[src/rtl/fifo_pkg.sv]
// -----------------------------------------------------------------------------
// fifo_pkg
// Shared definitions for the FIFO read-side stream adapter.
//   - Default word and transfer-counter widths.
//   - Occupancy state enum for the 2-entry skid buffer.
//   - occ_of(): maps an occupancy state to its word count (0..2).
// -----------------------------------------------------------------------------
package fifo_pkg;

  localparam int DEFAULT_DATA_WIDTH = 8;
  localparam int DEFAULT_CNT_WIDTH  = 16;

  typedef enum logic [1:0] {
    S_EMPTY = 2'd0,
    S_ONE   = 2'd1,
    S_TWO   = 2'd2
  } occ_state_e;

  // Number of words held in the skid buffer for a given occupancy state.
  function automatic logic [1:0] occ_of(input occ_state_e s);
    case (s)
      S_ONE:   return 2'd1;
      S_TWO:   return 2'd2;
      default: return 2'd0;
    endcase
  endfunction

endpackage

[src/rtl/fifo_rd_skid.sv]
// -----------------------------------------------------------------------------
// fifo_rd_skid
// Two-entry skid buffer that turns captured FIFO words into a registered
// valid/ready stream. buf0 is the head (drives m_data_o), buf1 is the overflow
// slot used while downstream stalls.
//
// Ports:
//   clk, rst_n   clock and asynchronous active-low reset
//   flush_i      synchronous discard of everything held
//   capture_i    fifo data on din_i must be stored this edge
//   din_i        word to capture
//   m_ready_i    downstream accept
//   m_valid_o    registered stream valid
//   m_data_o     registered stream data (head of buffer)
//   pop_o        a transfer completes on this edge (m_valid_o && m_ready_i)
//   occ_o        current number of words held (0..2)
// -----------------------------------------------------------------------------
module fifo_rd_skid
  import fifo_pkg::*;
#(
  parameter int DATA_WIDTH = DEFAULT_DATA_WIDTH
) (
  input  logic                  clk,
  input  logic                  rst_n,
  input  logic                  flush_i,
  input  logic                  capture_i,
  input  logic [DATA_WIDTH-1:0] din_i,
  input  logic                  m_ready_i,
  output logic                  m_valid_o,
  output logic [DATA_WIDTH-1:0] m_data_o,
  output logic                  pop_o,
  output logic [1:0]            occ_o
);

  occ_state_e            state_q, state_d;
  logic [DATA_WIDTH-1:0] buf0_q, buf0_d;
  logic [DATA_WIDTH-1:0] buf1_q, buf1_d;
  logic                  valid_q, valid_d;
  logic [1:0]            occ;
  logic [1:0]            occAfterPop;

  assign occ         = occ_of(state_q);
  assign pop_o       = valid_q && m_ready_i;
  assign occAfterPop = occ - {1'b0, pop_o};

  assign occ_o     = occ;
  assign m_valid_o = valid_q;
  assign m_data_o  = buf0_q;

  // Next-state logic. A pop from a full buffer shifts buf1 into the head; a
  // capture then lands in the first slot left free after that pop. Capturing
  // into a full, non-popping buffer cannot happen because reads are only
  // issued when there is guaranteed room, so S_TWO simply holds in that case.
  // Flush empties the buffer regardless of any capture or pop.
  always_comb begin
    state_d = state_q;
    buf0_d  = buf0_q;
    buf1_d  = buf1_q;

    if (pop_o && (state_q == S_TWO)) begin
      buf0_d = buf1_q;
    end

    if (capture_i) begin
      if (occAfterPop == 2'd0) begin
        buf0_d = din_i;
      end else begin
        buf1_d = din_i;
      end
    end

    case (state_q)
      S_EMPTY: begin
        if (capture_i) state_d = S_ONE;
      end
      S_ONE: begin
        if (capture_i && !pop_o)      state_d = S_TWO;
        else if (!capture_i && pop_o) state_d = S_EMPTY;
      end
      S_TWO: begin
        if (pop_o && !capture_i) state_d = S_ONE;
      end
      default: state_d = S_EMPTY;
    endcase

    if (flush_i) begin
      state_d = S_EMPTY;
    end

    valid_d = (state_d != S_EMPTY);
  end

  // State and data registers; valid is kept in its own flop so m_valid_o is a
  // clean registered output rather than a decode of the state bits.
  always_ff @(posedge clk or negedge rst_n) begin
    if (!rst_n) begin
      state_q <= S_EMPTY;
      buf0_q  <= '0;
      buf1_q  <= '0;
      valid_q <= 1'b0;
    end else begin
      state_q <= state_d;
      buf0_q  <= buf0_d;
      buf1_q  <= buf1_d;
      valid_q <= valid_d;
    end
  end

endmodule

[src/rtl/fifo_rd_stream.sv]
// -----------------------------------------------------------------------------
// fifo_rd_stream
// Read-side adapter for the synchronous FIFO. Issues FIFO reads, absorbs the
// one-cycle registered read latency, and presents the words as a valid/ready
// stream at one word per cycle. Also provides a synchronous flush and a
// wrapping transfer counter.
//
// Ports:
//   clk, rst_n   clock and asynchronous active-low reset
//   fifo_empty   FIFO empty flag
//   fifo_dout    FIFO read data, valid the cycle after an accepted read
//   fifo_rd_en   FIFO read enable (combinational)
//   m_valid      stream valid (registered)
//   m_data       stream data (registered)
//   m_ready      downstream accept
//   flush        discard buffered and in-flight words
//   xfer_cnt     number of completed stream transfers, wraps
// -----------------------------------------------------------------------------
module fifo_rd_stream
  import fifo_pkg::*;
#(
  parameter int DATA_WIDTH = DEFAULT_DATA_WIDTH,
  parameter int CNT_WIDTH  = DEFAULT_CNT_WIDTH
) (
  input  logic                  clk,
  input  logic                  rst_n,
  input  logic                  fifo_empty,
  input  logic [DATA_WIDTH-1:0] fifo_dout,
  output logic                  fifo_rd_en,
  output logic                  m_valid,
  output logic [DATA_WIDTH-1:0] m_data,
  input  logic                  m_ready,
  input  logic                  flush,
  output logic [CNT_WIDTH-1:0]  xfer_cnt
);

  logic                 inflight_q, inflight_d;
  logic [CNT_WIDTH-1:0] xferCnt_q, xferCnt_d;
  logic                 capture;
  logic                 pop;
  logic                 readIssue;
  logic                 hasRoom;
  logic [1:0]           occ;
  logic [2:0]           committed;

  // Words already committed to the buffer: those held plus the one arriving
  // from the FIFO. A new read is safe only if, after this edge's pop, fewer
  // than two are committed, so the buffer can never overflow.
  assign committed = {1'b0, occ} + {2'b00, inflight_q};
  assign hasRoom   = committed < (3'd2 + {2'b00, pop});
  assign readIssue = !flush && !fifo_empty && hasRoom;

  // rst_n only gates the external enable; the inflight flop is held by the
  // asynchronous reset anyway, so it is fed from the ungated term.
  assign fifo_rd_en = rst_n && readIssue;

  // A word returning from the FIFO is dropped if a flush lands on its edge.
  assign capture  = inflight_q && !flush;
  assign xfer_cnt = xferCnt_q;

  fifo_rd_skid #(
    .DATA_WIDTH (DATA_WIDTH)
  ) u_skid (
    .clk       (clk),
    .rst_n     (rst_n),
    .flush_i   (flush),
    .capture_i (capture),
    .din_i     (fifo_dout),
    .m_ready_i (m_ready),
    .m_valid_o (m_valid),
    .m_data_o  (m_data),
    .pop_o     (pop),
    .occ_o     (occ)
  );

  // The inflight flag follows the read enable one cycle later; flush already
  // blocks the read, which clears it. The counter advances on every pop,
  // including a pop that coincides with a flush, and wraps naturally.
  always_comb begin
    inflight_d = readIssue;
    xferCnt_d  = xferCnt_q + {{(CNT_WIDTH-1){1'b0}}, pop};
  end

  // Read-tracking and counter registers.
  always_ff @(posedge clk or negedge rst_n) begin
    if (!rst_n) begin
      inflight_q <= 1'b0;
      xferCnt_q  <= '0;
    end else begin
      inflight_q <= inflight_d;
      xferCnt_q  <= xferCnt_d;
    end
  end

endmodule
[config.mk]
export PLATFORM = sky130hd
export DESIGN_NAME = fifo_rd_stream
export DESIGN_NICKNAME = d
export VERILOG_FILES = /design/src/rtl/fifo_pkg.sv /design/src/rtl/fifo_rd_skid.sv /design/src/rtl/fifo_rd_stream.sv
export SDC_FILE = /design/constraint.sdc
export NUM_CORES = 1
export LEC_CHECK = 0
export CORE_MARGIN = 1.5
export CORE_UTILIZATION = 50
export CTS_CLUSTER_DIAMETER = 50
export CTS_CLUSTER_SIZE = 14
export DETAILED_ROUTE_END_ITERATION = 10
export PLACE_DENSITY = 0.79
export SYNTH_ARGS = -nofsm -noshare
export SYNTH_HDL_FRONTEND = slang
export SYNTH_HIERARCHICAL = 1
export SYNTH_SLANG_ARGS = --single-unit
export TNS_END_PERCENT = 10
[constraint.sdc]
create_clock -name clk -period 2.2 [get_ports clk]
set_input_delay 0.44 -clock clk [delete_from_list [all_inputs] [get_ports clk]]
set_output_delay 0.44 -clock clk [all_outputs]
set_load 0.05 [all_outputs]
==> reports/results.ini, run 1 <==
[clocking]
hold_buffers = 0
cts_buffers = 5
cts.sink_count = 36
clock_latency_ns = 0.34
clk_pin_slew_ns = 0.11
clockBufferDepth = 2
ctsHtreeMaxLevel = 2
cts_root_buf = clkbuf_4
cts_tree = yes

[worst_setup_path]
critPathKind = register to output port
required_ns = 1.76
critPathLaunchType = register
critPathCaptureType = output port
path_max_fanout = 3
cp.arrival_ns = 2.05

[final_layout]
n_fill_cell = 268
nets = 207
design_area_um2 = 2402
drive_gt1_share_pct = 31.05
antennaDiodeCount = 0
final-instance-count-excl-fill = 236
area_delta_synth_final_pct = 35.59

[floorplanning]
ios = 39
initial_core_util_pct = 52.68
die-width_um = 62.53
die_area_um2 = 3909
die_h_um = 62.53
core_area_um2 = 3363
rows = 21

[power]
power.total_uw = 1920
p_per_area_nw_per_um2 = 799.3
vdd_drop_max_mv = 0.5120
p_leak_uw = 0.001122

[yosys]
syn_area_um2 = 1772
synth_commonest_cells = dfrtp_1 (36), mux2_2 (17), xor2_1 (9)
synth-seq-cells = 36
synth_top_family_by_area = multiplexers
synth_cells = 135
yosys_warnings = 6
yosys-top-cells-area = dfrtp_1 (51%), mux2_2 (11%), mux2_4 (6.8%)
seq_area_frac_synth_pct = 50.85
muxShareOfSynthArea_pct = 17.58
synth_area_per_cell_um2 = 13.12
yosysTopAreaCellShare_pct = 50.85
synth_compound_area_share_pct = 4.944
synth_edf_count = 0
yosys.area_share.simple_pct = 13.63
synth_xor_area_share_pct = 7.415
syn_nets = 152
synth_flop_cell = dfrtp_1
yosysMostFrequentCell = dfrtp_1
synth-adder-area-share_pct = 2.825
synthArstFlopShare_pct = 100.0
yosysTopAreaCell = dfrtp_1
yosysUniqueCellTypes = 32

[timing]
setup_violations = 1
holdWs_ns = 0.4892
finalCritPeriodShare_pct = 113.1
setup_slack_ns = -0.2888
fin_crit_ns = 2.489
clock.fmax_mhz = 401.8
rsz0062_at_grt = true
finClkSkew_ns = 0.01199
hold_viol = 0
slew_viol_final = 0
slew-limit-headroom_pct = 66.65
worst_slew_pin_slew_ns = 0.4987

[global_route]
grt_max_degree = 37
antenna_found_initial = 0
grt_util_all_layers_pct = 19.97
globalRouteOverflowTotal = 0
grt_pass1_wl_um = 6099
grt_pass1_vias = 1306

[drt]
firstDrtPassIters = 4
routed_wl_um = 3449
drc = 0
ant_nets = 0
num_vias = 1225
wire_per_inst_um = 14.61
detail_route.vias_per_cell = 5.191
drt_iter0_markers = 55

[hold_path]
hold_path_class = register to register

[place]
dp_slack_ns = -0.1202
gp_congestion = 0.7762
hpwl_um = 2452
port_buffers = 38
dpl_cell_area_um2 = 2281
dp_cells = 228

[run]
maxCapViolations = 0

[outcome]
status = complete, but fails checks
violations = negative setup slack

power by group:
part / total (uW) / switching [uW] / internal [uW]
Sequential: 874 / 94.3 / 780
Clock: 392 / 211 / 181
Combinational: 654 / 365 / 289
Total: 1920 / 671 / 1250
what timing repair did:
| item | 4_1_cts | 5_1_grt |
|---|---|---|
| gates resized for setup | 5 | 2 |
| pin swaps | 2 | 2 |
| setup buffers | 0 | 1 |
| setup endpoints to repair | 1 | 2 |
per-layer routing:
layer / GRT usage (%) / up-vias / share of wire, %
li1: - / 588 / -
met1: 25.89 / 598 / 45
met2: 32.26 / 32 / 50
met3: 5.766 / 7 / 4.1
met4: 6.667 / 0 / 1.4
met5: 0 / - / 0
flip-flops by register name, indices dropped and copies added, names as in the netlist:
signal	count
u_skid/m_data_o	8
xfer_cnt	16
inflight_q	1
u_skid/state_q	2
u_skid/buf1_q	8
u_skid/m_valid_o	1
area by class of cell:
type	instances	area (um2)	area share, %
Sequential cell	36	900.9	37.50
Multi-Input combinational cell	90	869.6	36.20
Timing Repair Buffer	50	483.0	20.10
Clock buffer	7	65.06	2.708
Tap cell	46	57.56	2.396
Inverter	7	26.28	1.094
kinds of logic (layout without fill, tap and decap cells):
kind of cell / after synthesis / count (layout)
compound gates: 11 / 11
xor+xnor: 15 / 15
fa+ha+maj: 4 / 4
buf+inv: 9 / 64
flops: 36 / 36
mux: 25 / 25
simple gates: 35 / 35
placed cells by master, fill, tap and decap left out, types with 3 or more instances in the layout:
cell type and instances:
xnor2_1 6, mux2_4 8, inv_1 7, nor2_1 5, nor3_1 5, xor2_1 9
buf_4 12, clkbuf_4 5, dfrtp_1 36, nor4_2 3, mux2_2 17, clkdlybuf4s50_1 36
nand2_1 5, nand3_1 5
path summary, 6_finish.rpt:
| check | from | endpoint | slack [ns] | cells after the start |
|---|---|---|---|---|
| min | xfer_cnt[15] | xfer_cnt[15] | 0.49 | 1 |
| max reg2reg | u_skid/m_valid_o | xfer_cnt[10] | 0.24 | 8 |
| max in group asynchronous | rst_n | u_skid/buf1_q[1] | 1.25 | 2 |
| min reg2reg | xfer_cnt[15] | xfer_cnt[15] | 0.49 | 1 |
| max | u_skid/state_q[0] | fifo_rd_en | -0.29 | 6 |
| min in group asynchronous | rst_n | xfer_cnt[14] | 0.63 | 2 |
through the flow:
step           setup TNS [ns]  util [%]
2_1_floorplan               0         -
4_1_cts               -0.3102     70.91
6_report              -0.2888     71.43
5_1_grt               -0.3616     71.43
3_5_place_dp          -0.7526     67.82
3_3_place_gp          -0.5545     67.82
worst max-delay path, cell delays in order (launching register included):
cell and delay, ns:
dfrtp_1 0.42, and2b_2 0.24, ha_4 0.21, nand2b_4 0.14
a2111oi_4 0.36, and2_4 0.21, buf_12 0.13
No activity file was read; power rests on OpenSTA's default activity.
==> inputs of run 2 (changes only) <==
--- a/config.mk
+++ b/config.mk
@@ -5,6 +5,7 @@
 export SDC_FILE = /design/constraint.sdc
 export NUM_CORES = 1
 export LEC_CHECK = 0
+export CORE_ASPECT_RATIO = 1.75
 export CORE_MARGIN = 1.5
 export CORE_UTILIZATION = 50
 export CTS_CLUSTER_DIAMETER = 50
==> run 2 against run 1 <==
Fmax increased by 3.9%. Clock-buffer cell count down 1. The run still ends with negative setup slack left. Utilization down 0.92 points. Critical path depth did not move. Critical endpoint unchanged. Sequential share of layout area is 0.098 points higher. Global-route usage is 1.1 points higher.
==> reports/results.ini, run 2 (synthesized netlist as in run 1, its figures left out) <==
[outcome]
status = complete, but fails checks
violations = negative setup slack

[final_layout]
area_delta_synth_final_pct = 35.24
antennaDiodeCount = 0
drive_gt1_share_pct = 31.38
design_area_um2 = 2396
final_core_util_pct = 70.51
layout_common_cells = dfrtp_1 (36), clkdlybuf4s50_1 (36), mux2_2 (17), buf_4 (10), xor2_1 (9)
largest_reg_flops = 16
nets = 205
n_fill_cell = 257

[clocking]
cts_tree = yes
cts_buffers = 5
clock_latency_ns = 0.28
clockBufferDepth = 2
cts_root_buf = clkbuf_8
ctsHtreeMaxLevel = 2
clk_pin_slew_ns = 0.07
post_cts_buffers = 0
cts.sink_count = 36

[global_route]
grt_util_all_layers_pct = 21.08
antenna_found_initial = 0
grt_pass1_vias = 1321
grt_max_degree = 37
globalRouteOverflowTotal = 0
grt_pass1_wl_um = 5830

[drt]
num_vias = 1251
routed_wl_um = 3596
drc = 0
detail_route.vias_per_cell = 5.369
wire_per_inst_um = 15.43
firstDrtPassIters = 4
ant_nets = 0
drt_iter0_markers = 23

[timing]
slew-limit-headroom_pct = 65.17
setup_violations = 1
finClkSkew_ns = 0.007327
slew_viol_final = 0
hold_viol = 0
worst_slew_pin_slew_ns = 0.5225
fin_crit_ns = 2.396
rsz0062_at_grt = true
finalCritPeriodShare_pct = 108.9
setup_slack_ns = -0.1960
clock.fmax_mhz = 417.4
fin_setup_tns_ns = -0.1960

[worst_setup_path]
cp.arrival_ns = 1.96
worstPathCellList = and2b_2 -> ha_4 -> nand2b_4 -> a2111oi_4 -> and2_4 -> buf_12
r2r-start = u_skid/m_valid_o
critPathKind = register to output port
critPathMaxStageDelay_ns = 0.41
reg2regPathDepth = 8
critPathCaptureType = output port
critPathLaunchType = register
path_max_fanout = 3
slowest_stage = dfrtp_1
required_ns = 1.76
r2r-end = xfer_cnt[14]
r2r_slack_ns = 0.24
crit_buf_inv = 1
crit_family = simple AND/OR/NAND/NOR gates

[floorplanning]
die-width_um = 48.00
core_area_um2 = 3398
die_area_um2 = 3923
rows = 28
ios = 39
initial_core_util_pct = 52.14
die_h_um = 81.75

[place]
hpwl_um = 2652
gp_congestion = 0.7954
port_buffers = 38
dp_slack_ns = -0.1149
dpl_cell_area_um2 = 2267

[power]
p_per_area_nw_per_um2 = 818.8
power.total_uw = 1962
vdd_drop_max_mv = 0.6315
p_leak_uw = 0.001100

[hold_path]
hold_path_class = input port to async pin

[run]
maxCapViolations = 0

[run 2: area by class of cell]
cell class | instances | area, um2 | area share (%)
Clock buffer | 6 | 72.57 | 3.029
Timing Repair Buffer | 48 | 460.4 | 19.22
Inverter | 7 | 26.28 | 1.097
Sequential cell | 36 | 900.9 | 37.60
Clock inverter | 1 | 5.005 | 0.2089
Tap cell | 45 | 56.30 | 2.350
Multi-Input combinational cell | 90 | 874.6 | 36.50
[run 2: worst max-delay path by stage]
| stage | from | end | depth (start not counted) |
|---|---|---|---|
| finish | u_skid/state_q[0] | fifo_rd_en | 6 |
| global route | u_skid/state_q[0] | fifo_rd_en | 6 |
| CTS | u_skid/state_q[0] | fifo_rd_en | 6 |
| detailed placement | m_ready | fifo_rd_en | 7 |
| global placement | m_ready | fifo_rd_en | 7 |
| floorplan | u_skid/state_q[1] | fifo_rd_en | 6 |
[run 2: routing by layer]
layer  wire length, um  share of wire [%]  global-route usage [%]  vias to the layer above
met4                50                1.4                   7.027                        0
met5                 0                  0                       0                        -
li1                  -                  -                       -                      584
met1              1418                 39                   23.86                      627
met3               160                4.4                   5.714                        6
met2              1967                 55                   36.40                       34
[run 2: where the power goes]
group | switching, uW | leakage (uW) | total [uW] | internal (uW)
Combinational | 363 | 0.000606 | 650 | 287
Sequential | 96.3 | 0.000453 | 877 | 781
Clock | 220 | 0.0000410 | 435 | 215
[run 2: worst reg2reg max path, delay by kind of cell (launching register included)]
family	cells	cell delay, ns
xor+xnor	1	0.18
fa+ha+maj	2	0.37
buf+inv	2	0.25
flops	1	0.48
simple gates	3	0.61
[run 2: repair_timing]
item / 4_1_cts / 5_1_grt
setup endpoints to repair: 1 / 1
pin swaps: 2 / 2
gates cloned: 0 / 0
resized for setup: 5 / 3
hold buffers: 0 / 0
[run 2: through the flow]
stage                     hold WS (ns)  std cells
after floorplan                 0.1444        135
after global placement          0.4547        226
after detailed placement        0.4691        226
after CTS                       0.2660        233
after global routing            0.2786        233
final                           0.2457        233
==> inputs of run 3 (changes only) <==
--- a/config.mk
+++ b/config.mk
@@ -5,9 +5,11 @@
 export SDC_FILE = /design/constraint.sdc
 export NUM_CORES = 1
 export LEC_CHECK = 0
+export CELL_PAD_IN_SITES_DETAIL_PLACEMENT = 1
+export CELL_PAD_IN_SITES_GLOBAL_PLACEMENT = 1
 export CORE_ASPECT_RATIO = 1.75
 export CORE_MARGIN = 1.5
-export CORE_UTILIZATION = 50
+export CORE_UTILIZATION = 40
 export CTS_CLUSTER_DIAMETER = 50
 export CTS_CLUSTER_SIZE = 14
 export DETAILED_ROUTE_END_ITERATION = 10
==> run 3 against run 2 <==
The flow still finishes with violations (negative setup slack). Clock skew is 0.0011 ns higher. Critical path depth stayed put. Power is 7.7% higher. Via count is 4.0% higher. Clock-buffer cell count stayed put. Setup slack better by 0.0012 ns. Fmax hardly changed. Cell count is 3.9% higher. Critical path type unchanged. Largest power group unchanged.
==> reports/results.ini, run 3 (synthesized netlist as in run 1, its figures left out) <==
[outcome]
status = complete, but fails checks
violations = negative setup slack

[power]
seq_power_share_pct = 41.7
vdd_drop_max_mv = 0.6280
switching_share_pct = 33.37
power.internal_uw = 1408
p_clk_share_pct = 27.1
p_per_area_nw_per_um2 = 855.8
power.total_uw = 2113
p_leak_uw = 0.001141
combPwrFrac_pct = 31.3
switchingPower_uw = 704.9

[global_route]
grt_pass1_wl_um = 6989
globalRouteOverflowTotal = 0
grt_util_all_layers_pct = 20.05
met2_usage_pct = 35.70
grt_pass1_vias = 1470
met3_usage_pct = 4.441
gr-usage-met1_pct = 21.02
grt_max_degree = 37
grt.busiest_layer = met2
antenna_found_initial = 0

[drt]
drc = 0
wire_per_inst_um = 17.84
num_vias = 1301
detail_route.vias_per_cell = 5.376
routed_wl_um = 4318
ant_nets = 0
firstDrtPassIters = 4
drt_iter0_markers = 7

[clocking]
cts_root_buf = clkbuf_8
cts.sink_count = 36
hold_buffers = 0
cts_tree = yes
clockBufferDepth = 2
ctsHtreeMaxLevel = 2
clk_pin_slew_ns = 0.08
cts_buffers = 5
clock_latency_ns = 0.29

[final_layout]
largest_reg_flops = 16
drive_gt1_share_pct = 32.64
layout_common_cells = dfrtp_1 (36), clkdlybuf4s50_1 (36), mux2_2 (17), buf_4 (13), xor2_1 (9)
antennaDiodeCount = 0
area_delta_synth_final_pct = 39.34
design_area_um2 = 2469
nets = 209

[worst_setup_path]
reg2regPathDepth = 5
critPathKind = register to output port
crit_buf_inv = 1
critical_path_depth = 6
worstPathCellList = and2b_2 -> ha_4 -> nand2b_4 -> a2111oi_4 -> and2_4 -> buf_12
critPathLaunchType = register
slowest_stage = dfrtp_1
cp.arrival_ns = 1.95
critPathCaptureType = output port
critPathMaxStageDelay_ns = 0.40
crit_family = simple AND/OR/NAND/NOR gates
path_max_fanout = 3
required_ns = 1.76
r2r_slack_ns = 0.27

[timing]
worst_slew_pin_slew_ns = 0.5474
hold_viol = 0
clock.fmax_mhz = 417.6
finalCritPeriodShare_pct = 108.9
setup_violations = 1
setup_slack_ns = -0.1948
fin_crit_ns = 2.395
slew_viol_final = 0
finClkSkew_ns = 0.008415
slew-limit-headroom_pct = 63.51
rsz0062_at_grt = true

[floorplanning]
die_h_um = 91.04
rows = 31
initial_core_util_pct = 42.29
core_area_um2 = 4189
ios = 39
die-width_um = 53.31
die_area_um2 = 4853

[place]
hpwl_um = 3251
port_buffers = 38
gp_congestion = 0.7492
dpl_cell_area_um2 = 2300

[run]
maxCapViolations = 0

[hold_path]
hold_path_class = input port to async pin

[run 3: power groups by stage]
stage / combinational [uW] / sequential [uW] / clock, uW
6_report: 661 / 880 / 572
3_3_place_gp: 637 / 878 / 0
3_5_place_dp: 655 / 895 / 0
2_1_floorplan: 177 / 1120 / 0
5_1_grt: 691 / 897 / 619
4_1_cts: 664 / 884 / 588
[run 3: path summary, 6_finish.rpt]
kind,start,to
max in group asynchronous,rst_n,u_skid/m_data_o[4]
min in group clk,xfer_cnt[15],xfer_cnt[15]
worst max-delay path,u_skid/state_q[0],fifo_rd_en
worst max register to register,u_skid/state_q[0],u_skid/m_data_o[3]
worst min register to register,xfer_cnt[15],xfer_cnt[15]
worst min-delay path,rst_n,u_skid/state_q[0]
[run 3: worst register-to-register path: stages (launching register included)]
cell and delay (ns):
dfrtp_1 0.40, buf_4 0.14, buf_4 0.14, and4b_2 0.23
a22oi_2 0.50, mux2_2 0.40
[run 3: layer usage]
layer	share of wire (%)	vias up	wire length, um
met2	59	38	2561
met4	2.6	0	114
met5	0	-	0
li1	-	593	-
met3	3.3	10	144
met1	35	660	1498
[run 3: layout make-up]
cell class                 count  area, um2
clock buffer                   6      72.57
clock inverter                 2      35.03
fill                         442       1720
inverter                       7      26.28
multi-input combinational     90      869.6
sequential                    36      900.9
tap                           49      61.31
timing repair buffer          52      503.0
[run 3: timing repair]
item / CTS / global route
gates resized for setup: 5 / 2
pin swaps: 2 / 2
buffers inserted: 1 / 1
setup endpoints to repair: 1 / 1
[run 3: metrics by stage]
step / hold slack [ns] / TNS [ns] / util (%) / cells / worst slack (ns)
global route: 0.2667 / -0.2875 / 58.93 / 242 / -0.2477
floorplan: 0.1444 / 0 / - / 135 / 0.004311
global placement: 0.4563 / -0.6012 / 54.90 / 232 / -0.09730
finish: 0.2414 / -0.1948 / 58.93 / 242 / -0.1948
CTS: 0.2434 / -0.2425 / 58.57 / 241 / -0.2425
detailed placement: 0.4681 / -1.279 / 54.90 / 232 / -0.1379
